$ cat src/rtl/counter_timer_pkg.sv
`default_nettype none
// +--------------------------------------------------------------------------+
// | Module   : counter_timer_pkg                                             |
// | Purpose  : Shared constants and types for the programmable counter/timer.|
// |            Mode encodings and the default count width/vector type.       |
// | Revision : 1.0  initial release                                          |
// +--------------------------------------------------------------------------+
package counter_timer_pkg;

   // Timer operating modes, captured together with the terminal count on ld.
   localparam logic MODE_ONESHOT  = 1'b0;
   localparam logic MODE_PERIODIC = 1'b1;

   // Default counter width; instances override it via their WIDTH parameter.
   localparam int DEF_WIDTH = 7;

   // Count vector at the default width. Modules declare their own vector type
   // from WIDTH so that non-default instances stay self-consistent.
   typedef logic [DEF_WIDTH-1:0] count_t;

endpackage : counter_timer_pkg
`default_nettype wire

$ cat src/rtl/sat_down_counter.sv
`default_nettype none
// +--------------------------------------------------------------------------+
// | Module   : sat_down_counter                                              |
// | Purpose  : Loadable down-counter that saturates at zero.                 |
// |            Priority: load > clear > dec. Decrement at zero is ignored.   |
// | Ports    : clk, rst_n      clock / async active-low reset                |
// |            load, value     load 'value' on the next edge                 |
// |            dec             decrement request (ignored at zero)           |
// |            clear           force count to zero on the next edge          |
// |            count, zero     current count and (count == 0) flag           |
// | Revision : 1.0  initial release                                          |
// +--------------------------------------------------------------------------+
module sat_down_counter #(
   parameter int WIDTH = 7
) (
   input  logic             clk,
   input  logic             rst_n,
   input  logic             load,
   input  logic [WIDTH-1:0] value,
   input  logic             dec,
   input  logic             clear,
   output logic [WIDTH-1:0] count,
   output logic             zero
);

   localparam logic [WIDTH-1:0] C_ONE = {{(WIDTH-1){1'b0}}, 1'b1};

   logic [WIDTH-1:0] r_count;
   logic             w_zero;

   assign w_zero = (r_count == '0);

   always_ff @(posedge clk or negedge rst_n) begin
      if (!rst_n) begin
         r_count <= '0;
      end else if (load) begin
         r_count <= value;
      end else if (clear) begin
         r_count <= '0;
      end else if (dec && !w_zero) begin
         // Saturate at zero: never wrap to all-ones.
         r_count <= r_count - C_ONE;
      end
   end

   assign count = r_count;
   assign zero  = w_zero;

endmodule : sat_down_counter
`default_nettype wire

$ cat src/rtl/counter_timer.sv
`default_nettype none
// +--------------------------------------------------------------------------+
// | Module   : counter_timer                                                 |
// | Purpose  : Programmable timeout / interval timer. ld arms the timer with |
// |            terminal count n in one-shot or periodic mode; en gates       |
// |            counting; clr disarms. Command priority: ld > clr > count.    |
// | Ports    : clk, rst_n   clock / async active-low reset                   |
// |            ld, n, mode  load/start with terminal count and mode          |
// |            en           count enable                                     |
// |            clr          synchronous cancel                               |
// |            dn           done / periodic tick                             |
// |            busy         armed with count not yet expired                 |
// |            cnt          current remaining count                          |
// | Revision : 1.0  initial release                                          |
// +--------------------------------------------------------------------------+
module counter_timer
   import counter_timer_pkg::*;
#(
   parameter int WIDTH = DEF_WIDTH
) (
   input  logic             clk,
   input  logic             rst_n,
   input  logic             ld,
   input  logic [WIDTH-1:0] n,
   input  logic             mode,
   input  logic             en,
   input  logic             clr,
   output logic             dn,
   output logic             busy,
   output logic [WIDTH-1:0] cnt
);

   typedef logic [WIDTH-1:0] cnt_vec_t;

   logic     r_armed;
   cnt_vec_t r_n;
   logic     r_mode;

   cnt_vec_t w_count;
   logic     w_zero;
   logic     w_step;     // an edge on which the armed timer may advance
   logic     w_reload;   // periodic tick consumed: restart from r_n
   logic     w_cnt_load;
   cnt_vec_t w_cnt_value;
   logic     w_cnt_dec;
   logic     w_cnt_clear;

   // Counting only happens when no command is pending and the timer is armed.
   assign w_step      = r_armed & en & ~ld & ~clr;
   assign w_reload    = w_step & w_zero & (r_mode == MODE_PERIODIC);

   assign w_cnt_load  = ld | w_reload;
   assign w_cnt_value = ld ? n : r_n;
   assign w_cnt_dec   = w_step;
   assign w_cnt_clear = ~ld & clr;

   sat_down_counter #(
      .WIDTH (WIDTH)
   ) u_cnt (
      .clk   (clk),
      .rst_n (rst_n),
      .load  (w_cnt_load),
      .value (w_cnt_value),
      .dec   (w_cnt_dec),
      .clear (w_cnt_clear),
      .count (w_count),
      .zero  (w_zero)
   );

   // Arming, captured terminal count and mode.
   always_ff @(posedge clk or negedge rst_n) begin
      if (!rst_n) begin
         r_armed <= 1'b0;
         r_n     <= '0;
         r_mode  <= MODE_ONESHOT;
      end else if (ld) begin
         r_armed <= 1'b1;
         r_n     <= n;
         r_mode  <= mode;
      end else if (clr) begin
         r_armed <= 1'b0;
      end
   end

   // dn is masked in the ld cycle so a restart never shows a stale done.
   assign dn   = ~ld & r_armed & w_zero;
   assign busy = r_armed & ~w_zero;
   assign cnt  = w_count;

endmodule : counter_timer
`default_nettype wire

$ cat config.mk
export PLATFORM = sky130hd
export DESIGN_NAME = counter_timer
export DESIGN_NICKNAME = d
export VERILOG_FILES = /design/src/rtl/counter_timer_pkg.sv /design/src/rtl/sat_down_counter.sv /design/src/rtl/counter_timer.sv
export SDC_FILE = /design/constraint.sdc
export NUM_CORES = 1
export LEC_CHECK = 0
export ABC_AREA = 1
export CAP_MARGIN = 20
export CORE_UTILIZATION = 40
export DETAILED_ROUTE_END_ITERATION = 12
export DONT_BUFFER_PORTS = 1
export GPL_ROUTABILITY_DRIVEN = 0
export PLACE_DENSITY = 0.58
export SYNTH_ARGS = -nofsm -noshare
export SYNTH_HDL_FRONTEND = slang
export SYNTH_SLANG_ARGS = --single-unit
$ cat constraint.sdc
create_clock -name clk -period 2.65 [get_ports clk]
set_input_delay 0.265 -clock clk [delete_from_list [all_inputs] [get_ports clk]]
set_output_delay 0.265 -clock clk [all_outputs]
set_load 0.01 [all_outputs]
==> results_dict.tcl <==
set metrics [dict create \
    clk_root_buffer_cell "clkbuf_4" \
    timing.slew.headroom_pct 49.1 \
    worstMarginPinSlew_ns 0.761 \
    synth_edf_count 0 \
    cts-buffers-inserted 3 \
    detailed_place_hpwl_um 1510 \
    timing.critical_path.to_type "primary output" \
    layout-drive-gt1-share_pct 17.1 \
    ys_dominant_reg_cell "dfrtp_1" \
    crit_slowest_cell "dfrtp_1" \
    power.share.sequential_pct 51.3 \
    report.final.setup_viol 0 \
    global_route.overflow_total 0 \
    arrival_time_of_the_worst_setup_path_ns 1.65 \
    insertion_delay_ns 0.29 \
    cell_chain_of_the_critical_path "inv_1, ha_1, inv_1, nor2_1, nand3_1, nor3_1" \
    worstRegToRegCells 9 \
    critical_path_peak_fanout 4 \
    nets 145 \
    core_region_area_mm2 0.00228 \
    clock_tree_buffer_depth 2 \
    path_class "reg -> out" \
    antenna_found_initial 0 \
    static-leakage-power_uw 0.000525 \
    cts_setup_buffers 0 \
    worstPathRequired_ns 2.38 \
    synth.top_cells.by_count "nand2_1 (33), dfrtp_1 (16), nand3_1 (16)" \
    port-buffer-count 0 \
    regToRegSetupSlack_ns 1.03 \
    post_drt_wl_per_cell_um 13.0 \
    maxCapViolations 0 \
    cp_common_cell "inv_1" \
    num_vias 804 \
    synth.top_cells.by_area "dfrtp_1 (40%), nand2_1 (12%), nand3_1 (8.0%), inv_1 (5.6%), nor2_4 (3.4%)" \
    highest_signal_layer_in_the_routed_design "met4" \
    slowest_delay_ns 0.45 \
    synth-seq-cells 16 \
    yosys_synthesis_warning_count 0 \
    power_frac_comb_pct 20.1 \
    irDropWorstVdd_mv 0.305 \
    fin_ws_ns 0.732 \
    final_antenna_net_count 0 \
    final_period_demand_of_the_worst_path_ns 1.92 \
    boundaryPins 22 \
    final_hold_viol_count 0 \
    dieArea_mm2 0.00270 \
    dieWidth_um 52.0 \
    rsz0062_at_grt "no" \
    yosysTopAreaCellShare_pct 40.1 \
    timing.critical_path.from_type "flop" \
    clock_sinks 16 \
    die_h_um 52.0 \
    routed_wl_um 2040 \
    finClkSkew_ns 0.00259 \
    max_slew_violation_count 0 \
    synth-seq-area-share_pct 40.1 \
    grt_pass1_vias 771 \
    tritoncts "done" \
    min_delay_worst_endpoint "r_mode" \
    drt-met1-wl_um 1010 \
    start_util_pct 43.9 \
    fill_cells 238 \
    wl_met3_um 96 \
    p_switching_uw 190 \
    power.density_cell_area_mw_per_mm2 547 \
    whs_path_depth 2 \
    hp-class "in -> reg" \
    groute.usage.overall_pct 17.9 \
    synth_area_leader_cell "dfrtp_1" \
    post_place_setup_slack_ns 1.04 \
    final_util_pct 47.0 \
    critical_path.reg2reg.startpoint "u_cnt.count[0]" \
    routed-wl-met2_um 921 \
    post_drt_via_cell_ratio 5.12 \
    reg2reg_to "u_cnt.count[1]" \
    synthToLayoutAreaGrowth_pct 7.14 \
    num_antenna_cells 0 \
    post_synthesis_instance_total 126 \
    switching_share_pct 32.4 \
    power_report.internal_total_uw 396 \
    synth_most_common_cell "nand2_1" \
    period_share_pct 72.4 \
    synth.avg_cell_area_um2 7.92 \
    synth_fp_nets 141 \
    synth.distinct_cells 26 \
    worstHoldStart "ld" \
    grt_start_max_net_pins 17 \
    drt_iter0_drc 16 \
    syn-cell-area_um2 998 \
    tns_ns 0 \
    cts.htree.levels 1 \
    clkTransAtPathRegs_ns 0.10 \
    achievable-frequency_mhz 521 \
    placement_rows 17 \
    drtPass1Iterations 5 \
    remaining_drc_errors 0 \
    grt_first_pass_wirelength_um 3450 \
    result_of_the_run "complete, no violations" \
    synthArstFlopShare_pct 100 \
    clock_power_share_pct 28.6 \
]
-- what timing repair did --
action	in CTS	in global routing
setup endpoints to repair	0	0
resized for setup	0	0
hold buffers	1	0
hold endpoints to repair	16	0
-- stage by stage --
| stage | total power, uW | std cells | cell area, um2 | hold WS [ns] |
|---|---|---|---|---|
| floorplan | 397 | 126 | 998 | -0.0306 |
| global placement | 415 | 152 | 1020 | -0.0303 |
| detailed placement | 417 | 152 | 1020 | -0.0303 |
| CTS | 595 | 157 | 1070 | 0.0703 |
| global route | 628 | 157 | 1070 | 0.0874 |
| finish | 585 | 157 | 1070 | 0.0829 |
-- placed cells by master, fill, tap and decap left out --
master,netlist,routed
o21ai_1,6,6
o21ai_0,3,3
nand2_1,33,33
a21oi_1,1,1
dfrtp_1,16,16
nor2_2,1,1
nor2_4,3,3
nor2_8,1,1
nand3_2,1,1
nand3b_1,1,1
a21oi_4,1,1
inv_1,15,15
xnor2_1,1,1
nor3_1,1,1
inv_4,1,1
or2_0,3,3
nand3_1,16,16
dlygate4sd3_1,0,1
nor2_1,6,6
or2_2,5,5
clkbuf_8,0,1
nand4_1,2,2
inv_2,1,1
nand3_4,1,1
clkbuf_4,0,3
nor3_2,1,1
ha_1,2,2
nand2_4,2,2
-- registers in the layout, indices dropped and copies added, names as in the netlist --
signal and count:
u_cnt.count 7, r_armed 1, r_n 7, r_mode 1
-- power by group through the flow --
| stage | sequential [uW] | combinational (uW) | clock (uW) |
|---|---|---|---|
| 2_1_floorplan | 299 | 97.9 | 0 |
| 3_3_place_gp | 305 | 110 | 0 |
| 3_5_place_dp | 306 | 112 | 0 |
| 4_1_cts | 301 | 119 | 175 |
| 5_1_grt | 304 | 136 | 188 |
| 6_report | 301 | 118 | 167 |
-- routing by layer --
layer | track usage [%] | vias up
met4 | 9.01 | 0
met3 | 4.68 | 2
li1 | - | 406
met1 | 23.6 | 377
met5 | 0 | -
met2 | 26.7 | 19
-- worst max-delay path by stage --
| stage | start | to | slack (ns) | cells past startpoint |
|---|---|---|---|---|
| floorplan | u_cnt.count[0] | dn | 1.19 | 6 |
| global placement | u_cnt.count[0] | u_cnt.count[6] | 1.06 | 9 |
| detailed placement | u_cnt.count[0] | u_cnt.count[1] | 1.04 | 9 |
| CTS | u_cnt.count[0] | dn | 0.71 | 6 |
| global route | u_cnt.count[0] | dn | 0.59 | 6 |
| finish | u_cnt.count[0] | dn | 0.73 | 6 |
-- cells by family after synthesis --
| group | Yosys count | share of synthesized area (%) |
|---|---|---|
| AO/OA/AOI/OAI | 11 | 6.64 |
| XOR/XNOR | 1 | 0.877 |
| adder cells (fa/ha/maj) | 2 | 2.51 |
| buffers and inverters | 19 | 7.64 |
| flip-flops | 16 | 40.1 |
| AND/OR/NAND/NOR | 77 | 42.2 |
-- critical path, delay by kind of cell (launching register included) --
kind / cells / cell delay [ns]
adder cells (fa/ha/maj): 1 / 0.18
buffers and inverters: 2 / 0.17
flip-flops: 1 / 0.45
AND/OR/NAND/NOR: 3 / 0.57
-- final cells by class --
cell class              count  area (um2)  share of cell area [%]
flip-flops and latches     16         400                    37.4
clock buffers               4        36.3                    3.39
repair buffers              1        10.0                   0.936
inverters                  17        66.3                    6.20
well taps                  28        35.0                    3.27
multi-input cells          91         522                    48.8
Note: power is estimated with default switching activity, not from simulation.
